## src/rtl/red_pitaya_na_sweep_block_pkg.sv

```systemverilog
// Shared definitions for the network-analyzer sweep block: register map,
// status bit layout and sweep FSM encoding.
package red_pitaya_na_sweep_block_pkg;

    localparam logic [15:0] ADDR_CTRL   = 16'h000;
    localparam logic [15:0] ADDR_START  = 16'h004;
    localparam logic [15:0] ADDR_STEP   = 16'h008;
    localparam logic [15:0] ADDR_POINTS = 16'h00C;
    localparam logic [15:0] ADDR_STATUS = 16'h010;
    localparam logic [15:0] ADDR_I_LO   = 16'h014;
    localparam logic [15:0] ADDR_I_HI   = 16'h018;
    localparam logic [15:0] ADDR_Q_LO   = 16'h01C;
    localparam logic [15:0] ADDR_Q_HI   = 16'h020;

    localparam int CTRL_START_BIT = 0;
    localparam int CTRL_ABORT_BIT = 1;
    localparam int CTRL_CLEAR_BIT = 2;

    localparam int ST_DONE_BIT  = 31;
    localparam int ST_RUN_BIT   = 30;
    localparam int ST_FULL_BIT  = 29;
    localparam int ST_EMPTY_BIT = 28;
    localparam int ST_COUNT_LSB = 16;
    localparam int ST_COUNT_W   = 12;

    typedef enum logic [2:0] {
        S_IDLE  = 3'd0,
        S_STEP  = 3'd1,
        S_ARM   = 3'd2,
        S_WAIT  = 3'd3,
        S_STORE = 3'd4
    } sweep_state_t;

    function automatic logic [31:0] pack_status(
        input logic        done,
        input logic        running,
        input logic        full,
        input logic        empty,
        input logic [11:0] count,
        input logic [15:0] pts
    );
        logic [31:0] s;
        s                            = '0;
        s[ST_DONE_BIT]               = done;
        s[ST_RUN_BIT]                = running;
        s[ST_FULL_BIT]               = full;
        s[ST_EMPTY_BIT]              = empty;
        s[ST_COUNT_LSB +: ST_COUNT_W] = count;
        s[15:0]                      = pts;
        return s;
    endfunction

endpackage

```

## src/rtl/red_pitaya_na_fifo.sv

```systemverilog
// Synchronous show-ahead result FIFO; head_o always presents the oldest entry.
module red_pitaya_na_fifo #(
    parameter int WIDTH = 124,
    parameter int AW    = 4
) (
    input  logic             clk_i,
    input  logic             rst_i,
    input  logic             clear_i,
    input  logic             push_i,
    input  logic [WIDTH-1:0] push_data_i,
    input  logic             pop_i,
    output logic [WIDTH-1:0] head_o,
    output logic [AW:0]      count_o,
    output logic             full_o,
    output logic             empty_o
);

    localparam int DEPTH = 1 << AW;

    logic [WIDTH-1:0] mem_q [DEPTH];
    logic [AW-1:0]    wr_ptr_q, wr_ptr_d;
    logic [AW-1:0]    rd_ptr_q, rd_ptr_d;
    logic [AW:0]      count_q, count_d;
    logic             push_ok, pop_ok;

    always_comb begin
        full_o  = (count_q == (AW+1)'(DEPTH));
        empty_o = (count_q == '0);
        // clear takes priority over any coincident push or pop
        push_ok = push_i && !full_o && !clear_i;
        pop_ok  = pop_i && !empty_o && !clear_i;

        wr_ptr_d = wr_ptr_q;
        rd_ptr_d = rd_ptr_q;
        count_d  = count_q;
        if (clear_i) begin
            wr_ptr_d = '0;
            rd_ptr_d = '0;
            count_d  = '0;
        end else begin
            if (push_ok) wr_ptr_d = wr_ptr_q + 1'b1;
            if (pop_ok)  rd_ptr_d = rd_ptr_q + 1'b1;
            if (push_ok && !pop_ok)      count_d = count_q + 1'b1;
            else if (pop_ok && !push_ok) count_d = count_q - 1'b1;
        end
    end

    always_ff @(posedge clk_i) begin
        if (rst_i) begin
            wr_ptr_q <= '0;
            rd_ptr_q <= '0;
            count_q  <= '0;
        end else begin
            wr_ptr_q <= wr_ptr_d;
            rd_ptr_q <= rd_ptr_d;
            count_q  <= count_d;
        end
    end

    always_ff @(posedge clk_i) begin
        if (push_ok) mem_q[wr_ptr_q] <= push_data_i;
    end

    assign head_o  = mem_q[rd_ptr_q];
    assign count_o = count_q;

endmodule

```

## src/rtl/red_pitaya_na_sweep_block.sv

```systemverilog
// Network-analyzer frequency sweep: steps the IQ block through a list of
// frequencies, waits for each average and queues the quadrature results.
//
// state   | meaning
// IDLE    | no sweep; waits for start
// STEP    | pulse freq_we_o so the IQ block loads freq_o
// ARM     | guard cycle while avg_busy_i rises
// WAIT    | averaging in progress
// STORE   | push result, advance frequency (stalls while FIFO full)
module red_pitaya_na_sweep_block
    import red_pitaya_na_sweep_block_pkg::*;
#(
    parameter int PHASEBITS = 32,
    parameter int SUMBITS   = 62,
    parameter int FIFOAW    = 4
) (
    input  logic                 clk_i,
    input  logic                 rst_i,
    output logic [PHASEBITS-1:0] freq_o,
    output logic                 freq_we_o,
    input  logic                 avg_busy_i,
    input  logic [SUMBITS-1:0]   i_sum_i,
    input  logic [SUMBITS-1:0]   q_sum_i,
    input  logic [15:0]          addr,
    input  logic                 wen,
    input  logic                 ren,
    input  logic [31:0]          wdata,
    output logic                 ack,
    output logic [31:0]          rdata
);

    sweep_state_t           state_q, state_d;
    logic [PHASEBITS-1:0]   freq_q, freq_d;
    logic [PHASEBITS-1:0]   start_freq_q, start_freq_d;
    logic [PHASEBITS-1:0]   step_q, step_d;
    logic [31:0]            points_q, points_d;
    logic [31:0]            points_done_q, points_done_d;
    logic                   done_q, done_d;
    logic                   ack_q, ack_d;
    logic [31:0]            rdata_q, rdata_d;

    logic                   ctrl_wr, start_cmd, abort_cmd, clear_cmd;
    logic                   fifo_push, fifo_pop, fifo_full, fifo_empty;
    logic [FIFOAW:0]        fifo_count;
    logic [2*SUMBITS-1:0]   fifo_head, head;
    logic [SUMBITS-1:0]     head_i, head_q;
    logic [63:0]            i_ext, q_ext;
    logic [31:0]            rd_val;

    always_comb begin
        ctrl_wr   = wen && (addr == ADDR_CTRL);
        start_cmd = ctrl_wr && wdata[CTRL_START_BIT];
        abort_cmd = ctrl_wr && wdata[CTRL_ABORT_BIT];
        clear_cmd = ctrl_wr && wdata[CTRL_CLEAR_BIT];
        fifo_pop  = ren && (addr == ADDR_Q_HI) && !fifo_empty;

        start_freq_d = start_freq_q;
        step_d       = step_q;
        points_d     = points_q;
        if (wen && addr == ADDR_START)  start_freq_d = wdata[PHASEBITS-1:0];
        if (wen && addr == ADDR_STEP)   step_d       = wdata[PHASEBITS-1:0];
        if (wen && addr == ADDR_POINTS) points_d     = wdata;
    end

    always_comb begin
        state_d       = state_q;
        freq_d        = freq_q;
        points_done_d = points_done_q;
        done_d        = done_q;
        fifo_push     = 1'b0;

        case (state_q)
            S_IDLE: begin
                if (start_cmd) begin
                    if (points_q != '0) begin
                        freq_d        = start_freq_q;
                        points_done_d = '0;
                        done_d        = 1'b0;
                        state_d       = S_STEP;
                    end else begin
                        done_d = 1'b1;
                    end
                end
            end
            S_STEP:  state_d = S_ARM;
            S_ARM:   state_d = S_WAIT;
            S_WAIT:  if (!avg_busy_i) state_d = S_STORE;
            S_STORE: begin
                if (!fifo_full) begin
                    fifo_push     = 1'b1;
                    points_done_d = points_done_q + 1'b1;
                    freq_d        = freq_q + step_q;
                    if (points_done_d == points_q) begin
                        done_d  = 1'b1;
                        state_d = S_IDLE;
                    end else begin
                        state_d = S_STEP;
                    end
                end
            end
            default: state_d = S_IDLE;
        endcase

        // abort freezes everything except the state itself
        if (abort_cmd) begin
            state_d       = S_IDLE;
            freq_d        = freq_q;
            points_done_d = points_done_q;
            done_d        = done_q;
            fifo_push     = 1'b0;
        end
    end

    red_pitaya_na_fifo #(
        .WIDTH (2*SUMBITS),
        .AW    (FIFOAW)
    ) u_fifo (
        .clk_i       (clk_i),
        .rst_i       (rst_i),
        .clear_i     (clear_cmd),
        .push_i      (fifo_push),
        .push_data_i ({i_sum_i, q_sum_i}),
        .pop_i       (fifo_pop),
        .head_o      (fifo_head),
        .count_o     (fifo_count),
        .full_o      (fifo_full),
        .empty_o     (fifo_empty)
    );

    always_comb begin
        head   = fifo_empty ? '0 : fifo_head;
        head_i = head[2*SUMBITS-1:SUMBITS];
        head_q = head[SUMBITS-1:0];
        i_ext  = {{(64-SUMBITS){head_i[SUMBITS-1]}}, head_i};
        q_ext  = {{(64-SUMBITS){head_q[SUMBITS-1]}}, head_q};

        case (addr)
            ADDR_START:  rd_val = 32'(start_freq_q);
            ADDR_STEP:   rd_val = 32'(step_q);
            ADDR_POINTS: rd_val = points_q;
            ADDR_STATUS: rd_val = pack_status(done_q, state_q != S_IDLE,
                                              fifo_full, fifo_empty,
                                              12'(fifo_count),
                                              points_done_q[15:0]);
            ADDR_I_LO:   rd_val = i_ext[31:0];
            ADDR_I_HI:   rd_val = i_ext[63:32];
            ADDR_Q_LO:   rd_val = q_ext[31:0];
            ADDR_Q_HI:   rd_val = q_ext[63:32];
            default:     rd_val = '0;
        endcase

        ack_d   = wen | ren;
        rdata_d = ren ? rd_val : rdata_q;
    end

    always_ff @(posedge clk_i) begin
        if (rst_i) begin
            state_q       <= S_IDLE;
            freq_q        <= '0;
            start_freq_q  <= '0;
            step_q        <= '0;
            points_q      <= '0;
            points_done_q <= '0;
            done_q        <= 1'b0;
            ack_q         <= 1'b0;
            rdata_q       <= '0;
        end else begin
            state_q       <= state_d;
            freq_q        <= freq_d;
            start_freq_q  <= start_freq_d;
            step_q        <= step_d;
            points_q      <= points_d;
            points_done_q <= points_done_d;
            done_q        <= done_d;
            ack_q         <= ack_d;
            rdata_q       <= rdata_d;
        end
    end

    assign freq_o    = freq_q;
    assign freq_we_o = (state_q == S_STEP);
    assign ack       = ack_q;
    assign rdata     = rdata_q;

endmodule

```

## config.mk

```make
export PLATFORM = sky130hd
export DESIGN_NAME = red_pitaya_na_sweep_block
export DESIGN_NICKNAME = d
export VERILOG_FILES = /design/src/rtl/red_pitaya_na_sweep_block_pkg.sv /design/src/rtl/red_pitaya_na_fifo.sv /design/src/rtl/red_pitaya_na_sweep_block.sv
export SDC_FILE = /design/constraint.sdc
export NUM_CORES = 2
export LEC_CHECK = 0
export ABC_AREA = 1
export BUFFER_PORTS_ARGS = -buffer_cell sky130_fd_sc_hd__buf_4
export CAP_MARGIN = 20
export CORE_ASPECT_RATIO = 0.9
export CORE_MARGIN = 2
export CORE_UTILIZATION = 44
export DETAILED_ROUTE_END_ITERATION = 12
export HOLD_SLACK_MARGIN = 0.03
export PLACE_DENSITY = 0.66
export SETUP_SLACK_MARGIN = 0.02
export SYNTH_ARGS = -nofsm -noshare
export SYNTH_HDL_FRONTEND = slang
export SYNTH_SLANG_ARGS = --single-unit
```

## constraint.sdc

```tcl
create_clock -name clk_i -period 10.4 [get_ports clk_i]
set_input_delay 0.52 -clock clk_i [delete_from_list [all_inputs] [get_ports clk_i]]
set_output_delay 0.52 -clock clk_i [all_outputs]
set_load 0.02 [all_outputs]
```

Yosys cells after proc, flatten, opt, wreduce, memory -nomap -nowiden
Memories as Yosys holds them, arrays and structs flattened. A register that Yosys moved wholly into a read port is not among the register bits. Index checks and enable logic that the tools add are counted.

Memory bits (writable): 1984. Register bits: 210. Logic and storage cells: 102. Memories: 1. Output and inout bits: 66. Input bits: 177.

Memories: u_fifo.mem_q (words 16, width 124, read ports 1, clocked after memory_dff 1, wr ports 1, RTL line red_pitaya_na_fifo.sv:20) `logic [WIDTH-1:0] mem_q [DEPTH];`.

Mux-type cells: 30. Bitwise logic cells: 2. $add $sub $neg: 6. Reduce and logical (&&, ||, !) cells: 32. Equal/unequal tests: 19.

Operator list (number): $pmux 32 s8 (1); $mux 32 (6); $pmux 32 s2 (2); $mux 124 (1); $eq 16x5->1 const B (4); $add 32x1->32 const B (1); $add 32x32->32 (1); $eq 16x4->1 const B (2); $eq 32x32->1 (1); $reduce_bool 32->1 (1); $eq 16x3->1 const B (1); $eq 16x6->1 const B (1); $logic_not 16->1 (1); $logic_and 1x1->1 (15); $pmux 3 s5 (1); $mux 3 (4); $mux 1 (10); $mux 5 (2); $ne 2x2->1 const B (5); $reduce_and 5->1 (2); $add 4x1->4 const B (2); $mux 4 (2); $eq 3x2->1 const B (2); $add 5x1->5 const B (1); other kinds (14) (20).

Longest topological paths before layout
Depth in word-level cells: 10. Mapped depth: 20. Depth with buffers taken out: 20.

Modules after synthesis
Synthesis repeated with hierarchy kept, for this count alone.

Cells, all modules: 10202. Area total of the unflattened synthesis: 98240.5 sq um.

Modules (own cells, without submodules): red_pitaya_na_fifo (cells an instance 8131, instances 1, sequential area each 59917.5 sq um, area each 85336.8 sq um); red_pitaya_na_sweep_block (cells an instance 2071, instances 1, sequential area each 3943.8 sq um, area each 12903.6 sq um).

Least setup slack after synthesis
No wires, ideal clock.

Path type: input to register. From: input port addr[15]. To: memory u_fifo.mem_q[11][0], enable pin. Stages on the path: 12. Library setup time: 0.609 ns. Arrival: 6.608 ns. Path slack: 3.183 ns. Required time: 9.791 ns. Buffers on the path: 0. Cell sequence: nor2_1 > nand2_1 > nor2_4 > inv_4 > nor2_4 > nand3_1 > nor2_1 > inv_1 > nand3_1 > inv_1 > nand2_1 > nor2_1.

Cells in the longest elaborated chain, start to end: 8. Elaborated cells on any way between the ends: 10.

Ends and longest elaborated chain: start: declaration (RTL line red_pitaya_na_sweep_block.sv:24) `input logic [15:0] addr,`; $logic_not 16->1 (*) (RTL line red_pitaya_na_sweep_block.sv:51) `ctrl_wr = wen && (addr == ADDR_CTRL);`; $logic_and 1x1->1 (*) (RTL line red_pitaya_na_sweep_block.sv:51); $logic_and 1x1->1 (RTL line red_pitaya_na_sweep_block.sv:53) `abort_cmd = ctrl_wr && wdata[CTRL_ABORT_BIT];`; $mux 1 (RTL line red_pitaya_na_sweep_block.sv:105) `if (abort_cmd) begin`; $logic_and 1x1->1 (RTL line red_pitaya_na_fifo.sv:30) `push_ok = push_i && !full_o && !clear_i;`; $logic_and 1x1->1 (*) (RTL line red_pitaya_na_fifo.sv:30); net u_fifo.push_ok (RTL line red_pitaya_na_fifo.sv:24) `logic push_ok, pop_ok;`; $mux 1 (*) (RTL line red_pitaya_na_fifo.sv:61) `if (push_ok) mem_q[wr_ptr_q] <= push_data_i;`; $mux 1 (implied by the code) (*) (RTL line red_pitaya_na_fifo.sv:61); end: declaration (RTL line red_pitaya_na_fifo.sv:20).

The timed path passes the listed nets; every way through them passes the cells marked *.

==> reports/qor_table.md <==
| Parameter | This run | Unit |
|:---|:---|:---|
| Outcome | complete, no violations | - |
| Final worst clock skew | 0.108 | ns |
| Leakage Power | 33.7 | nW |
| Distinct cells, synth | 50 | - |
| Total half-perimeter wirelength after legalization and detailed placement | 152 | mm |
| Pin slew with the least headroom to its limit | 1.38 | ns |
| Number of antenna violations at the first check in global routing | 35 | - |
| Layer with the highest usage | met2 | - |
| Max transition margin | 0.0813 | - |
| Gate Count Post-Synth | 7871 | - |
| Die Area | 210000 | sq um |
| Via count | 63770 | - |
| Layout area overhead | 14.1 | % |
| Routing usage on met3 | 0.0390 | - |
| Maximum clock rate | 195 | MHz |
| Largest cells by area after synthesis | sky130_fd_sc_hd__edfxtp_1 (66%), sky130_fd_sc_hd__o21ai_0 (7.6%), sky130_fd_sc_hd__nor2_1 (6.9%) | - |
| Global-route wire length before repair | 393 | mm |
| Data arrival time of the critical path | 5.94 | ns |
| Number of failing hold endpoints at the final stage | 0 | - |
| Final period util | 0.493 | - |
| Root buffer cell | sky130_fd_sc_hd__clkbuf_16 | - |
| Total global-route track usage | 0.249 | - |
| Largest area contributor in the netlist | sky130_fd_sc_hd__edfxtp_1 | - |
| Clk slew on worst S/H paths | 0.06 | ns |
| Depth of the CTS H-tree | 4 | - |
| Worst setup EP type | flop | - |
| Die extent in x | 483 | microns |
| Vias in the first global route | 59353 | - |
| Pin count of the biggest net entering global routing | 177 | - |
| Hold Path Depth | 3 | - |
| Max Slew Vio Count | 0 | - |
| Part of the Yosys area used for sequential elements | 0.704 | - |
| TritonCTS clock tree | built | - |
| Std cell rows | 158 | - |
| Layout cell share with drive strength beyond 1 | 0.0854 | - |
| Number of iterations in the first detailed-routing pass | 6 | - |
| DRC violations left | 0 | - |
| Launch instance of the worst min-delay path | wdata[1] | - |
| Minimum period implied by the final worst setup slack | 5.13 | ns |
| Reported max-cap violation count | 0 | - |
| Net count of the mapped netlist | 8091 | - |
| Leading cell type by number of instances after synthesis | sky130_fd_sc_hd__edfxtp_1 | - |
| Antenna Nets Post-Route | 0 | - |
| VDD IR-drop max | 0.000182 | V |
| Startpoint types | flop | - |
| Post-Route WL | 268 | mm |
| Vert. Die Dim | 435 | microns |
| Commonest cells post-synth | sky130_fd_sc_hd__edfxtp_1 (1984), sky130_fd_sc_hd__nor2_1 (1668), sky130_fd_sc_hd__o21ai_0 (1381), sky130_fd_sc_hd__nand2_1 (563), sky130_fd_sc_hd__clkbuf_1 (288) | - |
| Starting utilization of the core area | 0.442 | - |
| Met2 routing resource usage after global routing | 0.386 | - |
| Top_reg_cell synth | sky130_fd_sc_hd__edfxtp_1 | - |
| Cts bufs inserted | 214 | - |
| Port buffer count | 242 | - |
| Worst reg2reg endpoint | rdata[21] | - |
| Core footprint | 205000 | sq um |
| Layout Utilization | 0.504 | - |
| Final net count | 8320 | - |
| Mean instance size in the synthesized netlist | 11.5 | sq um |
| Final-report setup violation count | 0 | - |
| Setup TNS after final layout | 0 | ns |
| Final weighted congestion in routability-driven placement | 0.891 | - |
| Worst Hold Endpoint | start_freq_q[1] | - |
| Mapped Area | 90700 | sq um |
| Fraction of met1 tracks used by global routing | 0.354 | - |
| Top-area cell type share of the netlist area | 0.657 | - |
| Number of register bits inferred by synthesis | 2198 | - |
| RSZ-0062 raised after global routing | no | - |
| Synth warnings | 0 | - |
| Classification of the worst-slack hold path | in -> reg | - |
| Critical Path Fanout Max | 146 | - |
| Post-synth ARST share | 0 | - |
| Reg2reg setup slack | 5.27 | ns |
| Power per Cell Area | 168 | nW/um^2 |
| Number of clock sinks seen by CTS | 2198 | - |
| Vias per cell | 5.79 | - |
| Detailed router's first-iteration violation count | 8523 | - |
| Post-synth EDFFs | 1984 | - |
| Fill count | 17534 | - |
| Clk_lat worst skew | 0.90 | ns |
| Overflow left after global routing | 0 | - |
| Number of I/O pins | 243 | - |
| Required @ worst endpoint | 11.22 | ns |
| Total of cells resized after clock tree synthesis | 0 | - |
| Combined area of the multi-input logic cells | 23900 | sq um |
| Sequential cell area | 63900 | sq um |
| Clk buf depth | 3 | - |
| Reg2Reg Depth | 13 | - |
| Type of the setup path with the least slack | reg -> reg | - |
| Routed wire per std cell | 24.3 | microns |
[cells by family (layout without fill, tap and decap cells)]
logic type,count (synthesis),in the layout,synth area share
AO/OA/AOI/OAI,2211,2211,0.134
XOR/XNOR,29,29,0.00310
adder cells (fa/ha/maj),43,43,0.00610
buffers and inverters,760,1171,0.0344
flip-flops,2198,2198,0.704
multiplexers,39,39,0.00430
other,0,14,0
AND/OR/NAND/NOR,2591,2591,0.114
[layer usage]
metal | up-vias | wire length [microns]
li1 | 28873 | -
met1 | 31362 | 112000
met2 | 3062 | 123000
met3 | 451 | 22900
met4 | 22 | 10000
met5 | - | 145
[sequential cells by signal, indices dropped and copies added, names as in the netlist, named ones only]
| register | cells |
|---|---|
| done_q | 1 |
| u_fifo.count_o | 5 |
| step_q | 32 |
| freq_o | 32 |
| points_q | 32 |
| rdata | 32 |
| u_fifo.rd_ptr_q | 4 |
| u_fifo.wr_ptr_q | 4 |
| state_q | 3 |
| points_done_q | 32 |
| u_fifo.mem_q | 1984 |
| start_freq_q | 32 |
| ack | 1 |
[worst max-delay path by stage]
stage          startpoint                   to  slack [ns]  depth (start not counted)
2_1_floorplan    addr[15]  u_fifo.mem_q[11][0]        3.18                         12
3_3_place_gp         flop            rdata[21]        5.45                         13
3_5_place_dp         flop            rdata[21]        5.42                         13
4_1_cts              flop            rdata[21]        5.46                         13
5_1_grt              flop            rdata[21]        5.13                         13
6_report             flop            rdata[21]        5.27                         13
[what timing repair did]
item | in CTS | in global routing
hold endpoints to repair | 2060 | 0
hold buffers | 157 | 0
setup buffers | 0 | 0
[metrics by stage]
stage | total power [mW] | instance area (sq um) | setup slack, ns | cells | hold slack, ns
6_report | 17.4 | 104000 | 5.27 | 11016 | 0.0800
2_1_floorplan | 9.83 | 90700 | 3.18 | 7871 | 0.431
4_1_cts | 17.5 | 103000 | 5.46 | 10999 | 0.0307
5_1_grt | 17.9 | 104000 | 5.13 | 11012 | 0.0564
3_3_place_gp | 9.99 | 95000 | 5.45 | 10444 | 0.443
3_5_place_dp | 10.0 | 95000 | 5.42 | 10444 | 0.451
[cell usage in the layout (no fill, tap or decap), drive strengths merged, types with 27 or more instances in the layout]
cell / count
clkbuf: 295
nand2: 564
ha: 41
o221ai: 35
o21ai: 1484
nor2: 1673
edfxtp: 1984
buf: 360
inv: 258
dlygate4sd3: 157
o22ai: 94
dfxtp: 214
clkinv: 89
mux2i: 39
nor3: 27
nand4: 43
a21oi: 272
nand3: 269
o211ai: 208
[power breakdown]
part           leakage (nW)  internal, mW  switching [mW]
combinational          10.8        0.0911           0.172
sequential             19.5          9.61       0.0000965
clock                  3.34          4.19            3.37
total                  33.7          13.9            3.54
[final cells by class]
type	instances	share of cell area
Clock inverter	103	0.0103
Inverter	256	0.00950
Clock buffer	295	0.0563
Multi-Input combinational cell	4913	0.231
Antenna cell	14	0.000338
Sequential cell	2198	0.617
Timing Repair Buffer	517	0.0427
Tap cell	2720	0.0329
[critical path, cell delays in order (launching register included)]
cell and delay [ns]:
sky130_fd_sc_hd__dfxtp_4 0.61, sky130_fd_sc_hd__inv_8 0.70, sky130_fd_sc_hd__buf_4 0.71, sky130_fd_sc_hd__buf_4 0.83
sky130_fd_sc_hd__nor2_1 0.08, sky130_fd_sc_hd__nor2_1 0.11, sky130_fd_sc_hd__o21ai_0 0.09, sky130_fd_sc_hd__o211ai_1 0.13
sky130_fd_sc_hd__o21ai_0 0.10, sky130_fd_sc_hd__o21ai_0 0.62, sky130_fd_sc_hd__nand3_1 0.32, sky130_fd_sc_hd__nand4_1 0.18
sky130_fd_sc_hd__nand2_1 0.08, sky130_fd_sc_hd__a21oi_1 0.14
Power figures use the tool's default switching activity.
